## config.mk

```make
export PLATFORM = sky130hd
export DESIGN_NAME = kamacore_mem_arbiter
export DESIGN_NICKNAME = d
export VERILOG_FILES = /design/src/rtl/kamacore_datatypes_pkg.sv /design/src/rtl/kamacore_mem_arb_pick.sv /design/src/rtl/kamacore_mem_arbiter.sv
export SDC_FILE = /design/constraint.sdc
export NUM_CORES = 1
export LEC_CHECK = 0
export BUFFER_PORTS_ARGS = -buffer_cell sky130_fd_sc_hd__buf_2
export CAP_MARGIN = 20
export CORE_ASPECT_RATIO = 1.2
export CORE_MARGIN = 8
export CORE_UTILIZATION = 37
export DETAILED_ROUTE_END_ITERATION = 12
export MAX_ROUTING_LAYER = met4
export PLACE_DENSITY = 0.87
export SETUP_SLACK_MARGIN = 0.1
export SKIP_CTS_REPAIR_TIMING = 1
export SKIP_LAST_GASP = 1
export SYNTH_ARGS = -nofsm -noshare
export SYNTH_HDL_FRONTEND = slang
export SYNTH_HIERARCHICAL = 1
export SYNTH_SLANG_ARGS = --single-unit
```

## constraint.sdc

```tcl
create_clock -name clk_i -period 2.08 [get_ports clk_i]
set_clock_uncertainty 0.1 [all_clocks]
set_input_delay 0.208 -clock clk_i [delete_from_list [all_inputs] [get_ports clk_i]]
set_output_delay 0.208 -clock clk_i [all_outputs]
set_load 0.02 [all_outputs]
```

## src/rtl/kamacore_datatypes_pkg.sv

```systemverilog
// Shared types for the kamacore memory arbiter: FSM states, transaction owner
// and the starve-counter width. CPU_WIDTH is the core datapath width.
package kamacore_datatypes;

  localparam int CPU_WIDTH    = 32;
  localparam int STARVE_CNT_W = 3;

  typedef enum logic [1:0] {
    ARB_IDLE,
    ARB_ISSUE,
    ARB_WAIT
  } arb_state_e;

  typedef enum logic [1:0] {
    OWNER_NONE,
    OWNER_IF,
    OWNER_MEM
  } arb_owner_e;

endpackage

```

## src/rtl/kamacore_mem_arb_pick.sv

```systemverilog
// Winner select between the IF and MEM ports. MEM wins by default.
// Optional starve guard (KAMACORE_ARB_STARVE_GUARD_EN): after STARVE_LIMIT
// consecutive MEM grants taken while IF was waiting, IF wins the next
// arbitration in which it requests.
module kamacore_mem_arb_pick
  import kamacore_datatypes::*;
#(
  parameter int STARVE_LIMIT = 4
) (
  input  logic clk_i,
  input  logic rst_i,
  input  logic arb_en_i,
  input  logic if_req_i,
  input  logic mem_req_i,
  output logic if_win_o,
  output logic mem_win_o
);

`ifdef KAMACORE_ARB_STARVE_GUARD_EN
  localparam logic [STARVE_CNT_W-1:0] LIMIT = STARVE_CNT_W'(STARVE_LIMIT);

  logic [STARVE_CNT_W-1:0] starve_q, starve_d;
  logic                    if_starved;

  assign if_starved = (starve_q == LIMIT);

  // Pick the winner and advance the starve counter.
  always_comb begin
    if_win_o  = arb_en_i && if_req_i && (!mem_req_i || if_starved);
    mem_win_o = arb_en_i && mem_req_i && !if_win_o;
    starve_d  = starve_q;
    if (if_win_o)                   starve_d = '0;
    else if (mem_win_o && if_req_i) starve_d = starve_q + 1'b1;
  end

  // Starve counter register.
  always_ff @(posedge clk_i) begin
    if (rst_i) starve_q <= '0;
    else       starve_q <= starve_d;
  end
`else
  logic unused_pick;
  assign unused_pick = clk_i ^ rst_i;

  // Strict MEM priority.
  always_comb begin
    if_win_o  = arb_en_i && if_req_i && !mem_req_i;
    mem_win_o = arb_en_i && mem_req_i;
  end
`endif

endmodule

```

## src/rtl/kamacore_mem_arbiter.sv

```systemverilog
// Shares one single-ported memory between instruction fetch (IF) and data
// access (MEM). One transaction in flight; read data is routed back to the
// port that issued it. Optional starve guard: KAMACORE_ARB_STARVE_GUARD_EN.
module kamacore_mem_arbiter
  import kamacore_datatypes::*;
#(
  parameter int ADDR_WIDTH   = 32,
  parameter int DATA_WIDTH   = CPU_WIDTH,
  parameter int STARVE_LIMIT = 4
) (
  input  logic                    clk_i,
  input  logic                    rst_i,
  input  logic                    if_req_i,
  input  logic [ADDR_WIDTH-1:0]   if_addr_i,
  output logic                    if_gnt_o,
  output logic                    if_rvalid_o,
  output logic [DATA_WIDTH-1:0]   if_rdata_o,
  input  logic                    mem_req_i,
  input  logic                    mem_we_i,
  input  logic [DATA_WIDTH/8-1:0] mem_be_i,
  input  logic [ADDR_WIDTH-1:0]   mem_addr_i,
  input  logic [DATA_WIDTH-1:0]   mem_wdata_i,
  output logic                    mem_gnt_o,
  output logic                    mem_rvalid_o,
  output logic [DATA_WIDTH-1:0]   mem_rdata_o,
  output logic                    ram_req_o,
  output logic                    ram_we_o,
  output logic [DATA_WIDTH/8-1:0] ram_be_o,
  output logic [ADDR_WIDTH-1:0]   ram_addr_o,
  output logic [DATA_WIDTH-1:0]   ram_wdata_o,
  input  logic                    ram_ready_i,
  input  logic                    ram_rvalid_i,
  input  logic [DATA_WIDTH-1:0]   ram_rdata_i
);

  arb_state_e                state_q, state_d;
  arb_owner_e                owner_q, owner_d;
  logic                      ram_we_q, ram_we_d;
  logic [DATA_WIDTH/8-1:0]   ram_be_q, ram_be_d;
  logic [ADDR_WIDTH-1:0]     ram_addr_q, ram_addr_d;
  logic [DATA_WIDTH-1:0]     ram_wdata_q, ram_wdata_d;
  logic                      if_win, mem_win;

  kamacore_mem_arb_pick #(.STARVE_LIMIT(STARVE_LIMIT)) u_pick (
    .clk_i     (clk_i),
    .rst_i     (rst_i),
    .arb_en_i  (state_q == ARB_IDLE),
    .if_req_i  (if_req_i),
    .mem_req_i (mem_req_i),
    .if_win_o  (if_win),
    .mem_win_o (mem_win)
  );

  assign if_gnt_o    = if_win;
  assign mem_gnt_o   = mem_win;
  assign ram_req_o   = (state_q == ARB_ISSUE);
  assign ram_we_o    = ram_we_q;
  assign ram_be_o    = ram_be_q;
  assign ram_addr_o  = ram_addr_q;
  assign ram_wdata_o = ram_wdata_q;

  // Next state, request capture on grant, and read-data routing to the owner.
  always_comb begin
    state_d      = state_q;
    owner_d      = owner_q;
    ram_we_d     = ram_we_q;
    ram_be_d     = ram_be_q;
    ram_addr_d   = ram_addr_q;
    ram_wdata_d  = ram_wdata_q;
    if_rvalid_o  = 1'b0;
    if_rdata_o   = '0;
    mem_rvalid_o = 1'b0;
    mem_rdata_o  = '0;
    case (state_q)
      ARB_IDLE: begin
        if (mem_win) begin
          owner_d     = OWNER_MEM;
          ram_we_d    = mem_we_i;
          ram_be_d    = mem_be_i;
          ram_addr_d  = mem_addr_i;
          ram_wdata_d = mem_wdata_i;
          state_d     = ARB_ISSUE;
        end else if (if_win) begin
          // Fetches are always full-word reads.
          owner_d     = OWNER_IF;
          ram_we_d    = 1'b0;
          ram_be_d    = '1;
          ram_addr_d  = if_addr_i;
          ram_wdata_d = '0;
          state_d     = ARB_ISSUE;
        end
      end
      ARB_ISSUE: begin
        if (ram_ready_i) begin
          if (ram_we_q) begin
            state_d = ARB_IDLE;
            owner_d = OWNER_NONE;
          end else begin
            state_d = ARB_WAIT;
          end
        end
      end
      ARB_WAIT: begin
        if (ram_rvalid_i) begin
          if (owner_q == OWNER_IF) begin
            if_rvalid_o = 1'b1;
            if_rdata_o  = ram_rdata_i;
          end else if (owner_q == OWNER_MEM) begin
            mem_rvalid_o = 1'b1;
            mem_rdata_o  = ram_rdata_i;
          end
          state_d = ARB_IDLE;
          owner_d = OWNER_NONE;
        end
      end
      default: begin
        state_d = ARB_IDLE;
        owner_d = OWNER_NONE;
      end
    endcase
  end

  // State, owner and ram_* request registers.
  always_ff @(posedge clk_i) begin
    if (rst_i) begin
      state_q     <= ARB_IDLE;
      owner_q     <= OWNER_NONE;
      ram_we_q    <= 1'b0;
      ram_be_q    <= '0;
      ram_addr_q  <= '0;
      ram_wdata_q <= '0;
    end else begin
      state_q     <= state_d;
      owner_q     <= owner_d;
      ram_we_q    <= ram_we_d;
      ram_be_q    <= ram_be_d;
      ram_addr_q  <= ram_addr_d;
      ram_wdata_q <= ram_wdata_d;
    end
  end

  // Read data with no transaction waiting for it has no owner and is dropped.
  a_rvalid_in_wait: assert property (@(posedge clk_i) disable iff (rst_i)
    ram_rvalid_i |-> state_q == ARB_WAIT)
    else $warning("kamacore_mem_arbiter: ram_rvalid outside WAIT dropped");

endmodule

```

==> flow_summary_export.csv <==
group,metric,value,unit
logic_synthesis,synth_cells,417,
finish,syn_to_final_growth,53.8,%
floorplanning,fp.dieArea,13600,um^2
sta,maxSlewViolCount,0,
power,power_leakage,2.86,nW
place,port_buffers,276,
critical_path,reg2regPathDepth,6,
drt,via_count,4099,
power,ir_worst_vdd,0.447,mV
clocking,clk_latency,320,ps
worst_hold_path,min_path_type,"in2reg",
critical_path,crit_family,"simple AND/OR/NAND/NOR gates",
logic_synthesis,syn_area_per_cell,8.99,um^2
drt,remaining_drc_errors,0,
sta,min_period_over_period,96.4,%
clocking,cts_tree,"built",
finish,drive_above_1_share,56.7,%
logic_synthesis,yosys-top-cells-count,"dfxtp_1 (73), and2_1 (64), a21oi_1 (53)",
place,place_area,5230,um^2
power,p_sw,1.58,mW
sta,fmax,499,MHz
logic_synthesis,ys_seq_elements,73,
status,outcome,"complete, no violations",
logic_synthesis,syn_nets,556,
power,power_frac_seq,36.1,%
critical_path,path_cells,"buf_6 > nand3b_4 > nor3b_4 > buf_6 > buf_6 > and2_4 > buf_6",
logic_synthesis,async_flop_share,0,%
grt,grt_max_degree,43,
floorplanning,start_util,37.6,%
finish,instances_no_fill,821,
clocking,clock_sinks,73,
logic_synthesis,synth_edf_count,0,
sta,min_period,2000,ps
drt,wl,14.8,mm
sta,final.setup.tns,0,ps
worst_hold_path,whs_path_depth,3,
power,p_int,3.11,mW
power,p_per_area,814,nW/um^2
drt,drt_iter0_drc,186,
critical_path,path_depth,7,
sta,tightest_slew,486,ps
logic_synthesis,synth_top_cell_by_area,"dfxtp_1",
drt,drtPass1Iterations,4,
grt,track_usage,19.6,%
floorplanning,rows,40,
logic_synthesis,syn-cell-area,3750,um^2
critical_path,crit_buf_inv,4,
critical_path,startpoint_type,"flop",
critical_path,cp.arrival,1700,ps
floorplanning,dieHeight,126,um
place,gp_congestion,0.777,
critical_path,cp_max_fo,8,
grt,grt_antenna_before_repair,4,
logic_synthesis,synth_area_leaders,"dfxtp_1 (39%), and2_1 (11%), mux2i_1 (8.5%)",
finish,final_cell_area,5760,um^2
power,power_frac_comb,31.5,%
place,dpl.cell_count,793,
critical_path,crit_slowest_cell,"dfxtp_2",
logic_synthesis,yosysTopAreaCellShare,39.0,%
floorplanning,die_width,108,um
grt,grt_pass1_wl,20.8,mm
sta,finalWorstSetupSlack,75.9,ps
power,clkPwrFrac,32.5,%
clocking,cts-htree-levels,3,
drt,drt-vias-per-instance,4.99,
sta,hold_viol_final,0,
place,dp_slack,22.5,ps
clocking,cts.clk_slew.worst_paths,60,ps
critical_path,slowest_delay,320,ps
power,p_sw_share,33.7,%
sta,slew_headroom,67.6,%
floorplanning,core,9960,um^2
critical_path,worst-setup-path-type,"reg2out",
critical_path,reg2reg_slack,220,ps
place,dp_hpwl,11.0,mm
clocking,cts_buffers,9,
critical_path,critical_path_required,1770,ps
clocking,clockBufferDepth,2,
logic_synthesis,synth-warning-count,6,
drt,drtAntennaViolNets,0,
logic_synthesis,synth_flop_cell,"dfxtp_1",
sta,finalSetupViolations,0,
grt,grt_overflow,0,
finish,fin_nets,826,
grt,grt_pass1_vias,4098,
logic_synthesis,yosysMostFrequentCell,"dfxtp_1",
clocking,root_buffer,"clkbuf_16",
logic_synthesis,yosysUniqueCellTypes,32,
run,cap_violations,0,
critical_path,cpMostUsedCell,"buf_6",
critical_path,critPathCaptureType,"output port",
drt,wl_per_cell,18.0,um
floorplanning,io_pins,277,
logic_synthesis,synth_seq_area_share,39.0,%
sta,rsz0062_at_grt,"yes",
## layout by cell type (no fill, tap or decap), types with 4 or more instances in the layout
cell and count:
buf_2 262, dfxtp_1 72, and2_1 50, a21oi_1 44, nand2_1 36, o21ai_0 35
mux2i_1 32, a21oi_2 29, buf_6 21, a211oi_2 20, and2_4 15, buf_4 14
a211oi_1 13, clkbuf_16 9, nor2_1 5, diode_2 4, nor3_1 4
## flip-flops by register name (all words and copies together) (netlist names)
register     count
ram_addr_o      32
ram_wdata_o     32
owner_q          2
ram_we_o         1
state_q          2
ram_be_o         4
## per-layer routing
layer	GRT usage (%)	part of all wire (%)
met2	34.1	52
met4	6.79	1.8
met3	5.97	8.7
met1	20.1	37
met5	-	0
## power by group through the flow
stage	logic [mW]	clock network [mW]	registers, mW
after floorplan	0.829	0	1.92
after global placement	1.42	0	1.71
after detailed placement	1.45	0	1.71
after CTS	1.46	1.55	1.69
after global routing	1.59	1.61	1.71
final	1.48	1.52	1.69
## cells by family (layout without fill, tap and decap cells)
logic type / after synthesis / in the layout / share of synthesized area, %
AND/OR/NAND/NOR: 126 / 127 / 19.4
AO/OA/AOI/OAI: 143 / 143 / 26.2
other: 0 / 4 / 0
flip-flops: 73 / 73 / 39.0
multiplexers: 32 / 32 / 8.55
buffers and inverters: 43 / 316 / 6.91
## per-stage QoR
stage	hold slack (ps)	total power, mW	utilization, %
after detailed placement	356	3.17	52.6
after global routing	17.6	4.91	57.8
after CTS	7.26	4.70	55.5
after global placement	353	3.13	52.6
after floorplan	248	2.75	-
final	19.5	4.69	57.9
## worst reg2reg max path, delay by kind of cell (launching register included)
kind | cells | cell delay, ps
buffers and inverters | 1 | 70
AO/OA/AOI/OAI | 2 | 370
AND/OR/NAND/NOR | 3 | 910
flip-flops | 1 | 320
## worst paths after layout
path / from / endpoint
worst min register to register: ram_wdata_o[9] / ram_wdata_o[9]
worst max-delay path: state_q[0] / if_rdata_o[17]
worst max register to register: state_q[0] / ram_addr_o[7]
worst min-delay path: mem_wdata_i[22] / ram_wdata_o[22]
## area by class of cell
cell class / count / area, um^2
Clock inverter: 5 / 56.3
Sequential cell: 73 / 1460
Inverter: 2 / 12.5
Antenna cell: 4 / 10.0
Multi-Input combinational cell: 302 / 2130
Tap cell: 126 / 158
Timing Repair Buffer: 299 / 1690
Fill cell: 887 / 4200
Clock buffer: 10 / 239
(Power assumes the default switching activity.)
